$ cat config.mk
export PLATFORM = sky130hd
export DESIGN_NAME = mem_port_arbiter
export DESIGN_NICKNAME = d
export VERILOG_FILES = /design/src/rtl/mem_port_arbiter.sv
export SDC_FILE = /design/constraint.sdc
export NUM_CORES = 1
export LEC_CHECK = 0
export CORE_AREA = 2 2 105 107
export CTS_CLUSTER_DIAMETER = 150
export DETAILED_ROUTE_END_ITERATION = 12
export DIE_AREA = 0 0 107 109
export SYNTH_ARGS = -nofsm -noshare
export SYNTH_HDL_FRONTEND = slang
export SYNTH_SLANG_ARGS = --single-unit
$ cat constraint.sdc
create_clock -name clk -period 1.85 [get_ports clk]
set_input_delay 0.4625 -clock clk [delete_from_list [all_inputs] [get_ports clk]]
set_output_delay 0.4625 -clock clk [all_outputs]
set_load 0.03 [all_outputs]
$ cat src/rtl/mem_port_arbiter.sv
// mem_port_arbiter: shares one single-cycle memory port between an instruction
// fetch requester and a data load/store requester. Data normally wins; a fetch
// that has been refused STARVE_LIMIT cycles in a row wins the next cycle. A
// one-entry owner register routes the read data returning one cycle after a
// granted read back to the requester that issued it.
//
// Handshake: a requester raises *_req with its command and holds all of it
// stable until the cycle in which *_gnt is high; that cycle is the transfer.
// Dropping *_req before *_gnt abandons the request and no response follows.
// A granted read is answered by a one-cycle *_rvalid pulse on the next cycle;
// writes are never answered. There is no back-pressure on responses.
module mem_port_arbiter #(
    parameter int STARVE_LIMIT = 3,
    parameter int AW           = 32
) (
    input  logic          clk,
    input  logic          rst,
    input  logic          if_req,
    input  logic [AW-1:0] if_addr,
    output logic          if_gnt,
    output logic          if_rvalid,
    output logic [31:0]   if_rdata,
    input  logic          d_req,
    input  logic [3:0]    d_we,
    input  logic [AW-1:0] d_addr,
    input  logic [31:0]   d_wdata,
    output logic          d_gnt,
    output logic          d_rvalid,
    output logic [31:0]   d_rdata,
    output logic          mem_req,
    output logic [AW-1:0] mem_addr,
    output logic [3:0]    mem_we,
    output logic [31:0]   mem_wdata,
    input  logic [31:0]   mem_rdata
);

    // Counter wide enough to hold STARVE_LIMIT (at least one bit).
    localparam int CW = (STARVE_LIMIT < 1) ? 1 : $clog2(STARVE_LIMIT + 1);
    localparam logic [CW-1:0] STARVE_MAX = CW'(STARVE_LIMIT);

    typedef enum logic {
        OWNER_FETCH = 1'b0,
        OWNER_DATA  = 1'b1
    } owner_e;

    logic [CW-1:0] starve_cnt;
    logic [CW-1:0] starve_next;
    logic          resp_valid;
    logic          resp_valid_next;
    owner_e        resp_owner;
    owner_e        resp_owner_next;
    logic          fetch_urgent;

    // Grant decision: data first unless fetch has starved long enough; nothing during reset.
    always_comb begin
        fetch_urgent = if_req && (starve_cnt == STARVE_MAX);
        d_gnt        = 1'b0;
        if_gnt       = 1'b0;
        if (!rst) begin
            if (d_req && !fetch_urgent) begin
                d_gnt = 1'b1;
            end else if (if_req) begin
                if_gnt = 1'b1;
            end
        end
    end

    // Shared port command taken from whichever requester holds the grant.
    always_comb begin
        mem_req   = if_gnt || d_gnt;
        mem_addr  = '0;
        mem_we    = 4'h0;
        mem_wdata = 32'h0;
        if (d_gnt) begin
            mem_addr  = d_addr;
            mem_we    = d_we;
            mem_wdata = d_wdata;
        end else if (if_gnt) begin
            mem_addr = if_addr;
        end
    end

    // Next values of the starve counter and the response-owner register.
    always_comb begin
        starve_next     = starve_cnt;
        resp_valid_next = 1'b0;
        resp_owner_next = OWNER_FETCH;
        if (!if_req || if_gnt) begin
            starve_next = '0;
        end else if (starve_cnt != STARVE_MAX) begin
            starve_next = starve_cnt + 1'b1;
        end
        if (if_gnt) begin
            resp_valid_next = 1'b1;
            resp_owner_next = OWNER_FETCH;
        end else if (d_gnt && (d_we == 4'h0)) begin
            resp_valid_next = 1'b1;
            resp_owner_next = OWNER_DATA;
        end
    end

    // State registers with synchronous reset.
    always_ff @(posedge clk) begin
        if (rst) begin
            starve_cnt <= '0;
            resp_valid <= 1'b0;
            resp_owner <= OWNER_FETCH;
        end else begin
            starve_cnt <= starve_next;
            resp_valid <= resp_valid_next;
            resp_owner <= resp_owner_next;
        end
    end

    // Response steering; gating with rst kills a read granted just before reset.
    always_comb begin
        if_rvalid = !rst && resp_valid && (resp_owner == OWNER_FETCH);
        d_rvalid  = !rst && resp_valid && (resp_owner == OWNER_DATA);
        if_rdata  = mem_rdata;
        d_rdata   = mem_rdata;
    end

endmodule

==> results.toml <==
[route]
ant_nets = 0
drtPass1Iterations = 4
drc = 0
drt_iter0_drc = 29
wl_um = 6590
avgRoutedWirePerCell_um = 15.2
via_per_inst = 3.99
vias = 1726

[synth]
ys_ff_latch = 4
netlist_area_mm2 = 0.00129
synth_xor_area_share_pct = 0
synth_top_family_by_area = "buffers and inverters"
synth_compound_area_share_pct = 22.3
synth_fa_ha_area_share_pct = 0.969
ys_seq_area_share_pct = 6.20
synthDistinctLibCells = 21
syn_area_per_cell_um2 = 7.83
synth-simple-area-share_pct = 25.5
yosysTopAreaCell = "buf_4"
synthCells = 165
synth_top_area_share_pct = 37.2
yosys_warnings = 0
synthMuxAreaShare_pct = 0
syn_nets = 302
synth_area_leaders = "buf_4 (37%), a22o_1 (22%), and3_1 (17%)"

[floorplan]
std_cell_rows = 38
io_pins = 273
initial_core_util_pct = 12.2
core_area_mm2 = 0.0106
fp.dieH_um = 109
dieWidth_um = 107
dieArea_mm2 = 0.0117

[power]
power.total_mw = 1.03
power_density_mw_per_mm2 = 306
p_leak_nw = 1.52
vdd_drop_max_mv = 0.118

[critical_path]
cp.arrival_ps = 1600
crit_fanout = 7
end_kind = "primary output"
r2r-start = "starve_cnt[0]$_SDFFE_PP0P_"
crit_buf_inv = 4
slowest_stage = "dfxtp_2"
cpLargestDelayFamily = "buffers and inverters"
startpoint = "starve_cnt[1]$_SDFFE_PP0P_"
startpoint_type = "flop"
critPathMaxStageDelay_ps = 330
r2r_setup_slack_ps = 740
cp_cell_sequence = "ha_4 -> buf_4 -> nand2_8 -> nand2_4 -> inv_6 -> clkbuf_16 -> a22o_2 -> buf_4"
required_ps = 1390
crit_path_frequent_cell = "buf_4"
critPathKind = "reg -> out"

[grt]
grtUsageTotal_pct = 10.4
antenna_found_initial = 0
grt.overflow.total = 0
grt_max_degree = 19
grt_first_pass_wirelength_um = 9330
grt_pass1_vias = 1719

[placed_design]
portBuffers = 176
place_congestion = 0.602
dpl.hpwl_um = 5040
dp.cells = 414

[clocking]
cts_root_buffer = "clkbuf_8"
cts_buffers = 3
htree_num_levels = 1
cts_sinks = 4
cts_tree = "yes"
clock_path_buffers = 2
path_clk_slew_ps = 30
clock_latency_ps = 210
hold_buffers = 0

[layout]
antennaDiodeCount = 0
final_cell_mix = "clkdlybuf4s50_1 (100), buf_4 (41), buf_6 (29), a22o_1 (24), and3_1 (22)"
areaGrowthSynthToFinish_pct = 160
finalNonFillerCells = 433
fin_util_pct = 31.7
num-nets-final = 432
drive_gt1_share_pct = 46.8
layout_commonest_cell = "clkdlybuf4s50_1"

[timing]
finalCritPeriodShare_pct = 112
fin_crit_ps = 2070
fin_skew_ps = 1.29
timing.hold.ws_ps = 602
relSlewSlack_pct = 83.8
fmax_mhz = 484
fin_ws_ps = -215
setup_viol = 68
slew_viol_final = 0
hold_viol = 0
tns_ps = -9740
worstMarginPinSlew_ps = 243
rsz0062_at_grt = "true"

[run]
maxCapViolations = 0

[min_path]
min_from = "starve_cnt[0]$_SDFFE_PP0P_"
hold_class = "reg -> reg"

[run_status]
outcome = "finished with violations"
violations = "setup timing"
## Yosys cell counts
master / count
a22o_1: 32
and3_1: 36
and3b_1: 1
and4b_1: 1
and4bb_2: 1
buf_2: 1
buf_4: 64
buf_6: 6
clkbuf_1: 4
clkbuf_2: 2
dfxtp_1: 4
ha_1: 1
inv_2: 1
nand2_2: 2
nor2_1: 3
nor2b_1: 1
nor2b_2: 1
nor3b_1: 1
nor3b_4: 1
o21bai_1: 1
or4_1: 1
## flip-flops by register name, indices dropped and copies added, names as in the netlist
name        cells
starve_cnt      2
resp_owner      1
resp_valid      1
## metrics by stage
| stage | setup WS, ps | cell area (um2) |
|---|---|---|
| final | -215 | 3360 |
| after floorplan | 5.10 | 1300 |
| after global placement | -459 | 2770 |
| after CTS | -225 | 3340 |
| after global routing | -286 | 3360 |
| after detailed placement | -492 | 2770 |
## timing repair
| item | CTS | global route |
|---|---|---|
| buffers inserted | 8 | 1 |
| pin swaps | 14 | 10 |
| setup endpoints to repair | 72 | 70 |
| cloned | 8 | 1 |
| resized for setup | 82 | 4 |
## cell type report
type	instances	area, um2
fillers	1087	7240
flip-flops and latches	4	82.6
multi-input cells	83	761
clock buffers	3	41.3
well taps	140	175
repair buffers	202	2290
inverters	1	8.76
## kinds of logic (layout without fill, tap and decap cells)
kind of cell / count (synthesis) / count (layout)
buffers and inverters: 78 / 206
flip-flops: 4 / 4
AND/OR/NAND/NOR: 49 / 49
AO/OA/AOI/OAI: 33 / 33
adder cells (fa/ha/maj): 1 / 1
## routing by layer
metal	GRT usage [%]	routed length, um	vias to the layer above
met4	3.25	154	0
met3	4.96	830	22
met5	0	0	-
li1	-	-	792
met2	20.1	3580	120
met1	9.65	2030	792
## path summary, 6_finish.rpt
kind / cells past startpoint / endpoint
worst min register to register: 1 / starve_cnt[0]$_SDFFE_PP0P_
worst max-delay path: 8 / mem_addr[23]
worst max register to register: 6 / resp_valid$_SDFF_PP0_
worst min-delay path: 1 / starve_cnt[0]$_SDFFE_PP0P_
## power by group
part | internal [mW] | leakage, nW | switching (mW)
Sequential | 0.0896 | 0.0335 | 0.00143
Clock | 0.138 | 0.0216 | 0.0406
Combinational | 0.451 | 1.47 | 0.309
Power figures use the tool's default switching activity.
